$ cat src/rtl/ws2812_driver.sv
// WS2812 single-wire serialiser: sends the GRB word {level_g, level_r, level_b}
// to every LED of a NUM_LEDS chain, then holds the line low for the latch gap.
module ws2812_driver #(
   parameter int NUM_LEDS = 1,
   parameter int T_BIT    = 13,
   parameter int T0H      = 4,
   parameter int T1H      = 8,
   parameter int T_RESET  = 500
) (
   input  logic       clk,
   input  logic       reset,
   input  logic [7:0] level_r,
   input  logic [7:0] level_g,
   input  logic [7:0] level_b,
   input  logic       start,
   output logic       dout,
   output logic       busy,
   output logic       done
);

   // state   | meaning
   // S_IDLE  | line low, waiting for start
   // S_BIT   | shifting out bits of the captured word, one per T_BIT cycles
   // S_LATCH | line low for T_RESET cycles so the chain latches
   // S_DONE  | one-cycle done pulse; a start here launches the next frame

   localparam int CW = (T_BIT > 1) ? $clog2(T_BIT) : 1;
   localparam int LW = (NUM_LEDS > 1) ? $clog2(NUM_LEDS) : 1;
   localparam int RW = (T_RESET > 1) ? $clog2(T_RESET) : 1;

   localparam logic [CW-1:0] CYC_LAST = CW'(T_BIT - 1);
   localparam logic [CW-1:0] HI0      = CW'(T0H);
   localparam logic [CW-1:0] HI1      = CW'(T1H);
   localparam logic [LW-1:0] LED_LAST = LW'(NUM_LEDS - 1);
   localparam logic [RW-1:0] LAT_LOAD = RW'(T_RESET - 1);

   if (NUM_LEDS < 1 || T0H < 1 || T1H <= T0H || T_BIT <= T1H || T_RESET < 1) begin : g_param_err
      $error("ws2812_driver: illegal timing parameters (need 0<T0H<T1H<T_BIT, NUM_LEDS>=1, T_RESET>=1)");
   end

   typedef enum logic [1:0] {S_IDLE, S_BIT, S_LATCH, S_DONE} state_t;

   state_t        state;
   logic [23:0]   word_cap;
   logic [23:0]   shreg;
   logic [CW-1:0] cyc;
   logic [CW-1:0] cyc_nx;
   logic [CW-1:0] txh;
   logic [4:0]    bit_cnt;
   logic [LW-1:0] led_cnt;
   logic [RW-1:0] lat_cnt;

   always_comb begin
      cyc_nx = cyc + 1'b1;
      txh    = shreg[23] ? HI1 : HI0;
   end

   // Outputs are registered for the cycle being entered, so dout never sees
   // a combinational path from the inputs.
   always_ff @(posedge clk or negedge reset) begin
      if (!reset) begin
         state    <= S_IDLE;
         word_cap <= '0;
         shreg    <= '0;
         cyc      <= '0;
         bit_cnt  <= '0;
         led_cnt  <= '0;
         lat_cnt  <= '0;
         dout     <= 1'b0;
         busy     <= 1'b0;
         done     <= 1'b0;
      end else begin
         case (state)
            S_IDLE, S_DONE: begin
               done <= 1'b0;
               if (start) begin
                  word_cap <= {level_g, level_r, level_b};
                  shreg    <= {level_g, level_r, level_b};
                  cyc      <= '0;
                  bit_cnt  <= '0;
                  led_cnt  <= '0;
                  busy     <= 1'b1;
                  dout     <= 1'b1;
                  state    <= S_BIT;
               end else begin
                  busy  <= 1'b0;
                  dout  <= 1'b0;
                  state <= S_IDLE;
               end
            end
            S_BIT: begin
               if (cyc == CYC_LAST) begin
                  cyc <= '0;
                  if (bit_cnt == 5'd23) begin
                     bit_cnt <= '0;
                     if (led_cnt == LED_LAST) begin
                        lat_cnt <= LAT_LOAD;
                        dout    <= 1'b0;
                        state   <= S_LATCH;
                     end else begin
                        led_cnt <= led_cnt + 1'b1;
                        shreg   <= word_cap;
                        dout    <= 1'b1;
                     end
                  end else begin
                     bit_cnt <= bit_cnt + 1'b1;
                     shreg   <= {shreg[22:0], 1'b0};
                     dout    <= 1'b1;
                  end
               end else begin
                  cyc  <= cyc_nx;
                  dout <= (cyc_nx < txh);
               end
            end
            S_LATCH: begin
               dout <= 1'b0;
               if (lat_cnt == '0) begin
                  busy  <= 1'b0;
                  done  <= 1'b1;
                  state <= S_DONE;
               end else begin
                  lat_cnt <= lat_cnt - 1'b1;
               end
            end
            default: begin
               dout  <= 1'b0;
               busy  <= 1'b0;
               done  <= 1'b0;
               state <= S_IDLE;
            end
         endcase
      end
   end

endmodule

$ cat config.mk
export PLATFORM = sky130hd
export DESIGN_NAME = ws2812_driver
export DESIGN_NICKNAME = d
export VERILOG_FILES = /design/src/rtl/ws2812_driver.sv
export SDC_FILE = /design/constraint.sdc
export NUM_CORES = 1
export LEC_CHECK = 0
export CAP_MARGIN = 20
export CORE_MARGIN = 3
export CORE_UTILIZATION = 54
export DETAILED_ROUTE_END_ITERATION = 16
export GPL_TIMING_DRIVEN = 0
export PLACE_DENSITY = 0.78
export SYNTH_ARGS = -nofsm -noshare
export SYNTH_HDL_FRONTEND = slang
export SYNTH_SLANG_ARGS = --single-unit
$ cat constraint.sdc
create_clock -name clk -period 2.53 [get_ports clk]
set_input_delay 0.506 -clock clk [delete_from_list [all_inputs] [get_ports clk]]
set_output_delay 0.506 -clock clk [all_outputs]
set_load 0.03 [all_outputs]
Word-level counts from Yosys, hierarchy flattened
Index checks and enable logic that the tools add are counted.

Add/sub/neg operators: 4. $lt $le $gt $ge: 1. Equal/unequal tests: 12. Multiplexer cells: 38. Reduce and logical (&&, ||, !) cells: 14.

Operator list (number): 24-bit 2-to-1 mux (4); 24-bit case mux with 2 select lines (1); 9-bit 2-to-1 mux (4); 9-bit case mux with 2 select lines (1); 5-bit 2-to-1 mux (3); 4-bit 2-to-1 mux (3); 2-bit != test, second input constant (6); 4-bit AND reduction (3); 1-bit 2-to-1 mux (11); 5-bit case mux with 2 select lines (1); 9-bit logical NOT (1); 9-bit by 1-bit subtractor with 9-bit output, second input constant (1); 2-bit 2-to-1 mux (4); 4-bit case mux with 2 select lines (1); 1-bit case mux with 2 select lines (3); 2-bit case mux with 3 select lines (1); 2-bit AND reduction (3); 2-bit nonzero test (3); 5-bit by 1-bit adder with 5-bit output, second input constant (1); 5-bit == test, second input constant (1); 5-bit AND reduction (1); 4-bit by 1-bit adder with 4-bit output, second input constant (1); 2-bit == test, second input constant (2); 4-bit == test, second input constant (1); other kinds (8) (8).

Register bits after elaboration: 72. Output and inout bits: 3. Logic and storage cells: 79.

Logic depth before layout (Yosys ltp)
Gate-level depths: netlist of the first run.

Depth after elaboration: 5. Mapped depth: 8. Gate-level depth less buffers: 6.

Worst setup path after synthesis of the first run
Ideal clock, no wire load.

Path kind: reg2reg. Start point: reg state[0]. End point: reg shreg[1]. Setup time: 0.126 ns. Data arrival time: 1.827 ns. Required time: 2.404 ns. Setup slack: 0.577 ns. Stages on the path, launching flop included: 9. Buffers on the path: 2. Cell sequence: dfrtp_1 > inv_1 > ha_1 > buf_4 > mux2i_1 > a21o_1 > o21bai_4 > buf_2 > a221o_1.

Cells in the longest elaborated chain, start to end: 4.

Ends and longest elaborated chain: start, declared (RTL line 43) `state_t state;`; start signal, assigned (RTL line 62) `state <= S_IDLE;`; start signal, assigned (RTL line 84) `state <= S_BIT;`; start signal, assigned (RTL line 88) `state <= S_IDLE;`; 2-bit == test / 2-bit logical NOT (equally long branches) (RTL line 73) `case (state)`; 2-bit OR reduction (RTL line 73); 2-bit != test (no source line) / 2-bit nonzero test (equally long branches); 4-bit AND reduction (no source line); end signal, assigned (RTL line 78) `shreg <= {level_g, level_r, level_b};`; end signal, assigned (RTL line 102) `shreg <= word_cap;`; end signal, assigned (RTL line 107) `shreg <= {shreg[22:0], 1'b0};`; end, declared (RTL line 45) `logic [23:0] shreg;`.

Parallel ways exist; a longest one is shown, timed or not. A chain may end at the register's enable or synchronous reset.

Final worst setup path of the first run
Start point: reg state[0]. End point: reg shreg[3].

Same word-level chain as after synthesis.

==> results of run 1 <==
==> through the flow <==
stage / setup slack (ps) / util [%]
after floorplan: 577 / -
after global placement: -372 / 66.8
after detailed placement: 177 / 67.1
after CTS: 377 / 69.2
after global routing: 178 / 69.2
final: 376 / 69.2
==> state kept, by name, summed over array words and instances, names as in the netlist <==
register  count
shreg        24
lat_cnt       9
bit_cnt       5
cyc           4
state         2
busy          1
done          1
dout          1
==> placed cells by master (no fill, tap or decap), types with 4 or more instances in the layout <==
cell type / instances
dfrtp_1: 47
and2_1: 22
clkdlybuf4s50_1: 28
clkbuf_1: 8
mux2i_1: 4
o21ai_0: 13
nor2_1: 8
nand3_1: 10
buf_2: 5
nand2b_1: 4
a221o_1: 22
clkbuf_8: 5
ha_1: 7
inv_1: 13
nand2_1: 15
a21oi_1: 5
nor3_1: 4
==> layout make-up <==
type                    count  area (µm²)  share of cell area, %
repair buffers             30         305                   10.6
inverters                  13        48.8                   1.69
clock inverters             2        12.5                  0.433
flip-flops and latches     47        1180                   40.7
plain buffers              12        53.8                   1.86
multi-input cells         158        1150                   40.0
well taps                  50        62.6                   2.17
clock buffers               6        72.6                   2.51
==> critical path, stage by stage (launching register included) <==
cell	delay [ps]
dfrtp_1	380
inv_1	50
ha_1	280
buf_4	160
mux2i_1	210
a21o_1	210
o21bai_4	190
buf_2	190
a221o_1	360
==> per-layer routing <==
metal | GRT usage [%] | vias up | wire [µm]
li1 | - | 926 | -
met1 | 26.7 | 924 | 2330
met2 | 30.6 | 43 | 2100
met3 | 4.27 | 7 | 184
met4 | 6.15 | 0 | 52
met5 | 0 | - | 0
==> cells in the mapped netlist (3+ instances only) <==
| cell | count | area share [%] |
|---|---|---|
| dfrtp_1 | 47 | 48 |
| a221o_1 | 22 | 9.0 |
| and2_1 | 22 | 5.7 |
| nand2_1 | 15 | 2.3 |
| inv_1 | 13 | 2.0 |
| o21ai_0 | 13 | 2.7 |
| nand3_1 | 10 | 2.1 |
| nor2_1 | 8 | 1.2 |
| clkbuf_1 | 7 | 1.1 |
| ha_1 | 7 | 3.6 |
| a21oi_1 | 5 | 1.0 |
| buf_2 | 4 | 0.82 |
| mux2i_1 | 4 | 1.6 |
| nand2b_1 | 4 | 1.0 |
| nor3_1 | 4 | 0.82 |
| a22o_1 | 3 | 1.1 |
| o2bb2ai_1 | 3 | 1.1 |
==> worst min-delay path by stage <==
stage	end	slack, ps
after floorplan	bit_cnt[0]	210
after global placement	shreg[5]	480
after detailed placement	bit_cnt[4]	430
after CTS	bit_cnt[4]	100
after global routing	lat_cnt[6]	110
final	bit_cnt[4]	90
==> where the power goes <==
part / internal [mW] / total, mW / switching [mW]
Clock: 0.193 / 0.449 / 0.256
Combinational: 0.677 / 1.42 / 0.748
Sequential: 1.04 / 1.26 / 0.219
Total: 1.91 / 3.13 / 1.22
==> logic make-up after synthesis <==
group,Yosys count
AND/OR/NAND/NOR,81
AO/OA/AOI/OAI,63
flip-flops,47
buffers and inverters,25
adder cells (fa/ha/maj),7
multiplexers,6
XOR/XNOR,1
==> flow_summary.yaml, run 1 <==
grt:
  grt_pass1_wl_um: 8070
  grt_pass1_vias: 1805
  antenna_found_initial: 0
  grt_max_degree: 35
  overflow: 0
  grt_usage_pct: 19.4
worst_setup_path:
  rr_worst_depth: 8
  ff2ff_setup_slack_ps: 380
  crit_type: "reg2reg"
  endpoint_kind: "register"
  r2r_end: "shreg[3]"
  r2r-start: "state[0]"
  cp-start-kind: "register"
  crit_end: "shreg[3]"
  crit_start: "state[0]"
  arrival_ps: 2340
  required_ps: 2720
  cp_max_fo: 10
pwr:
  power.density_nw_per_um2: 1080
  ir_worst_vdd_uv: 460
  total_power_mw: 3.13
  leakagePower_nw: 1.27
clock_network:
  insertion_delay_ps: 300
  cts_buffer_depth: 2
  cts_tree: "built"
  clock_sinks: 47
  postCtsSetupBuffers: 0
  path_clk_slew_ps: 90
  hold_buffers: 0
  root_buffer: "clkbuf_8"
  ctsResizeCount: 0
  htreeDepth: 2
  cts-buffers-inserted: 5
routing:
  drt_wl_total_um: 4660
  drt-pass1-iter-count: 4
  viasPerCell: 5.97
  avgRoutedWirePerCell_um: 14.7
  drtIter0Drc: 126
  drtAntennaViolNets: 0
  drc: 0
  dr_total_vias: 1900
final_layout:
  final_layout_size_suffix_gt1_share_pct: 8.21
  finalNonFillerCells: 318
  diodes: 0
  layout.nets: 301
  stdcell_area_um2: 2890
  fill_cells: 336
  syn_to_final_growth_pct: 18.6
sta:
  finalCritPeriodShare_pct: 85.1
  hold_viol: 0
  fin_hold_ws_ps: 89.8
  setup_viol: 0
  slew_headroom_pct: 66.1
  min_period_ps: 2150
  rsz0062_at_grt: "no"
  finalClockSkew_ps: 5.36
  fmax_ghz: 0.464
  drv_slew: 0
  max_slew.worst_pin.slew_ps: 504
  tns_ps: 0
die:
  die_area_um2: 5350
  die_w_um: 73.1
  initial_utilization_pct: 58.3
  io_pins: 30
  rows: 23
  core_area_um2: 4170
  die_h_um: 73.1
yosys:
  seq_area_frac_synth_pct: 48.3
  ys_ff_latch: 47
  ys.flop_type: "dfrtp_1"
  synth-adder-area-share_pct: 3.60
  synthSimpleGateAreaFrac_pct: 19.4
  yosys-mux-area-fraction_pct: 2.57
  synth_top_family_by_area: "compound AO/OA/AOI/OAI gates"
  yosysWarnings: 0
  syn-cell-area_um2: 2430
  synthCells: 230
  synth.distinct_cells: 46
  synth_xor_area_share_pct: 0.360
  avgSynthCellArea_um2: 10.6
  synth_compound_area_share_pct: 21.5
  syn-num-nets: 264
  synthArstFlopShare_pct: 100
  synth_edf_count: 0
placement:
  placed_cells: 310
  dpl_cell_area_um2: 2800
  portBuffers: 29
  routabilityCongestion: 0.838
  dpl.hpwl_um: 3430
flow_run:
  max-cap-violations: 0
outcome:
  status: "complete, no violations"
worst_hold_path:
  worstHoldPathType: "in2async"
No activity file was read; power rests on OpenSTA's default activity.
==> run 2: changes to the inputs <==
PLACE_DENSITY = 0.77   (was 0.78)
RECOVER_POWER = 100   (was not set)
==> run 2 against run 1 <==
Sequential share of layout area is 0.23 points higher. Final cell count is the same. Core utilization down 0.39 points. Design area fell by 0.56%. Largest cell class unchanged.
==> flow_summary.yaml, run 2 (same netlist as run 1, synthesis figures left out) <==
grt:
  grt_pass1_wl_um: 8220
  antenna_found_initial: 0
  overflow: 0
  grt_pass1_vias: 1795
  grt_max_degree: 34
  grt_usage_pct: 19.6
flow_run:
  max-cap-violations: 0
sta:
  slew_headroom_pct: 46.8
  tns_ps: 0
  rsz0062_at_grt: "no"
  finalCritPeriodShare_pct: 89.6
  fmax_ghz: 0.441
  max_slew.worst_pin.slew_ps: 799
  timing.final.ws_setup_ps: 264
  setup_viol: 0
  drv_slew: 0
  finalClockSkew_ps: 7.01
  min_period_ps: 2270
  hold_viol: 0
placement:
  dp_slack_ps: 219
  dpl.hpwl_um: 3330
  placed_cells: 310
  portBuffers: 29
  routabilityCongestion: 0.883
worst_setup_path:
  required_ps: 2710
  ff2ff_setup_slack_ps: 260
  endpoint_kind: "register"
  rr_worst_depth: 8
  r2r-start: "state[0]"
  crit_type: "reg2reg"
  r2r_end: "shreg[15]"
  arrival_ps: 2450
  cp-start-kind: "register"
  cp_max_fo: 10
clock_network:
  clock_sinks: 47
  cts-buffers-inserted: 5
  ctsResizeCount: 0
  hold_buffers: 0
  insertion_delay_ps: 300
  cts_tree: "built"
  htreeDepth: 2
  root_buffer: "clkbuf_8"
  cts_buffer_depth: 2
  postCtsSetupBuffers: 0
  path_clk_slew_ps: 90
routing:
  m1WireLength_um: 2370
  dr_wl_met2_um: 2030
  drtIter0Drc: 184
  dr_total_vias: 1856
  wl_met3_um: 208
  drtAntennaViolNets: 0
  viasPerCell: 5.84
  drt_wl_total_um: 4630
  drc: 0
  top_layer_used: "met4"
  drt-pass1-iter-count: 4
  avgRoutedWirePerCell_um: 14.6
final_layout:
  layout.nets: 301
  regMostFlops: "shreg"
  syn_to_final_growth_pct: 17.9
  finalNonFillerCells: 318
  top_regs: "shreg: 24 flops, lat_cnt: 9 flops, bit_cnt: 5 flops"
  layout_common_cells: "dfrtp_1, clkdlybuf4s50_1, and2_1, a221o_1, nand2_1"
  diodes: 0
  final_layout_size_suffix_gt1_share_pct: 7.09
  fill_cells: 351
  final_common_cell: "dfrtp_1"
  multi_input_comb_area_um2: 1140
  largest_reg_flops: 24
  ff_latch_area_um2: 1180
die:
  initial_utilization_pct: 58.3
  rows: 23
  io_pins: 30
  die_w_um: 73.1
  die_h_um: 73.1
  die_area_um2: 5350
  core_area_um2: 4170
pwr:
  power.density_nw_per_um2: 1090
  p_int_mw: 1.93
  leakagePower_nw: 1.27
  comb_power_share_pct: 43.8
  p_seq_share_pct: 40.2
  switchingPower_mw: 1.20
  pwr-share-clk_pct: 16.0
  sw_frac_of_total_pct: 38.4
  ir_worst_vdd_uv: 604
outcome:
  status: "complete, no violations"
worst_hold_path:
  worstHoldPathType: "in2async"
[run 2: cell count changes in the layout (fill, tap and decap cells not counted), sizes merged]
cell	delta
clkbuf	+4
buf	-3
clkdlybuf4s50	-3
dlygate4sd3	+3
clkinv	-1
[run 2: metrics by stage]
step | total power [mW] | hold slack [ps] | util (%) | cell area (µm²)
3_3_place_gp | 2.64 | 484 | 66.8 | 2790
3_5_place_dp | 2.68 | 445 | 67.1 | 2800
2_1_floorplan | 2.31 | 210 | - | 2430
4_1_cts | 3.19 | 129 | 69.6 | 2910
5_1_grt | 3.38 | 317 | 68.8 | 2870
6_report | 3.13 | 264 | 68.8 | 2870
[run 2: worst max-delay path: stages, from the launching register on]
cell      delay (ps)
dfrtp_1          380
inv_1             60
ha_1             290
buf_4            170
mux2i_1          210
a21o_1           210
o21bai_1         240
buf_2            230
a221o_1          360
[run 2: worst max-delay path by stage]
stage              from         end  slack [ps]  cells past startpoint
2_1_floorplan  state[0]    shreg[1]         580                      8
3_3_place_gp      reset   shreg[16]        -370                      1
3_5_place_dp      start  bit_cnt[0]         220                      6
4_1_cts        state[0]    shreg[4]         350                      8
5_1_grt        state[0]    shreg[4]         100                      8
6_report       state[0]   shreg[15]         260                      8
[run 2: layout make-up]
class | instances | area share, %
multi-input combinational | 158 | 39.6
timing repair buffer | 30 | 10.1
clock buffer | 7 | 3.36
buffer | 12 | 1.83
clock inverter | 1 | 0.262
tap | 50 | 2.18
inverter | 13 | 1.70
sequential | 47 | 41.0
[run 2: power by group through the flow]
stage | logic, mW | registers (mW) | clock network (mW)
final | 1.37 | 1.26 | 0.503
after global routing | 1.55 | 1.30 | 0.536
after detailed placement | 1.42 | 1.26 | 0
after floorplan | 1.08 | 1.24 | 0
after CTS | 1.42 | 1.26 | 0.507
after global placement | 1.38 | 1.26 | 0
[run 2: routing by layer]
metal  up-vias  GRT usage [%]
met1       886           28.5
met3         2           4.68
met5         -              0
li1        926              -
met2        42           29.6
met4         0           4.51
==> run 3: changes to the inputs <==
PLACE_DENSITY = 0.81   (was 0.77)
SKIP_CTS_REPAIR_TIMING = 1   (was not set)
SLEW_MARGIN = 10   (was not set)
==> run 3 against run 2 <==
Combinational power about the same. Largest power group unchanged. Maximum frequency down 1.1%. Hold slack improved by 42 ps. Final cell count shrank 0.31%. Worst setup slack got worse by 26 ps. Clock-buffer cell count decreased by 1. Clock skew decreased by 3.5 ps. Highest routed layer unchanged. Sequential power barely moved. Register-to-register slack lost 30 ps. Global-route usage decreased by 0.24 points.
==> flow_summary.yaml, run 3 (same netlist as run 1, synthesis figures left out) <==
clock_network:
  insertion_delay_ps: 290
  cts_tree: "built"
  clock_sinks: 47
  cts_buffer_depth: 2
  htreeDepth: 2
  path_clk_slew_ps: 80
  cts-buffers-inserted: 5
  root_buffer: "clkbuf_8"
pwr:
  sw_frac_of_total_pct: 38.9
  switchingPower_mw: 1.21
  pwr-share-clk_pct: 14.6
  total_power_mw: 3.11
  ir_worst_vdd_uv: 549
  p_int_mw: 1.90
  leakagePower_nw: 1.27
  comb_power_share_pct: 44.7
  p_seq_share_pct: 40.7
  power.density_nw_per_um2: 1090
final_layout:
  diodes: 0
  stdcell_area_um2: 2860
  final_layout_size_suffix_gt1_share_pct: 7.12
  final_common_cell: "dfrtp_1"
  syn_to_final_growth_pct: 17.3
  layout.nets: 301
  top_regs: "shreg: 24 flops, lat_cnt: 9 flops, bit_cnt: 5 flops"
  regMostFlops: "shreg"
  finalNonFillerCells: 317
  largest_reg_flops: 24
  layout_common_cells: "dfrtp_1, clkdlybuf4s50_1, and2_1, a221o_1, nand2_1"
  utilization_pct: 68.4
outcome:
  status: "complete, no violations"
placement:
  routabilityCongestion: 0.849
  dp_slack_ps: 210
  portBuffers: 29
  dpl_cell_area_um2: 2800
  placed_cells: 310
  dpl.hpwl_um: 3450
routing:
  drt-pass1-iter-count: 4
  drtIter0Drc: 111
  dr_total_vias: 1903
  viasPerCell: 6.00
  drc: 0
  drtAntennaViolNets: 0
  avgRoutedWirePerCell_um: 15.0
  drt_wl_total_um: 4750
die:
  rows: 23
  die_area_um2: 5350
  core_area_um2: 4170
  initial_utilization_pct: 58.3
  io_pins: 30
  die_h_um: 73.1
  die_w_um: 73.1
worst_setup_path:
  required_ps: 2710
  cp_max_fo: 10
  cp-start-kind: "register"
  endpoint_kind: "register"
  crit_type: "reg2reg"
  arrival_ps: 2470
worst_hold_path:
  worstHoldPathType: "in2async"
sta:
  finalCritPeriodShare_pct: 90.6
  max_slew.worst_pin.slew_ps: 895
  fmax_ghz: 0.436
  fin_hold_ws_ps: 306
  timing.final.ws_setup_ps: 237
  drv_slew: 0
  hold_viol: 0
  setup_viol: 0
  tns_ps: 0
  finalClockSkew_ps: 3.54
  slew_headroom_pct: 40.3
  min_period_ps: 2290
  rsz0062_at_grt: "no"
grt:
  antenna_found_initial: 0
  grt_pass1_wl_um: 8180
  grt_max_degree: 32
  grt_pass1_vias: 1803
  overflow: 0
  grt_usage_pct: 19.3
flow_run:
  max-cap-violations: 0
## run 3: changes by cell type in the layout (fill, tap and decap cells not counted)
cell,change
clkbuf_1,-1
clkbuf_2,+1
clkbuf_8,-1
clkinv_2,+1
clkinvlp_4,-1
## run 3: per-layer routing
layer | track usage (%) | wire length [µm]
met5 | 0 | 0
met4 | 5.53 | 54
met3 | 4.27 | 236
met2 | 31.5 | 2190
met1 | 25.9 | 2280
## run 3: cell type report
type | count | area [µm²]
Timing Repair Buffer | 30 | 289
Buffer | 12 | 53.8
Clock buffer | 6 | 82.6
Inverter | 13 | 48.8
Multi-Input combinational cell | 158 | 1140
Tap cell | 50 | 62.6
Clock inverter | 1 | 5.00
Sequential cell | 47 | 1180
Fill cell | 328 | 1320
## run 3: final timing paths
kind | start | cells past startpoint | to | slack (ps)
worst max-delay path | state[0] | 8 | shreg[18] | 240
worst min-delay path | reset | 1 | bit_cnt[4] | 310
worst max register to register | state[0] | 8 | shreg[18] | 240
worst min register to register | shreg[20] | 1 | shreg[20] | 510
max in group asynchronous | reset | 2 | lat_cnt[1] | 990
min in group clk | shreg[20] | 1 | shreg[20] | 510
## run 3: worst max-delay path, stage by stage (launching register included)
cell and delay [ps]:
dfrtp_1 390, inv_1 50, ha_1 280, buf_4 160, mux2i_1 210, a21o_1 220
o21bai_1 250, clkbuf_2 240, a221o_1 370
## run 3: power by group through the flow
stage	combinational [mW]	clock, mW	sequential, mW
2_1_floorplan	1.08	0	1.24
3_3_place_gp	1.37	0	1.26
3_5_place_dp	1.43	0	1.27
4_1_cts	1.43	0.469	1.26
5_1_grt	1.56	0.493	1.30
6_report	1.39	0.454	1.26
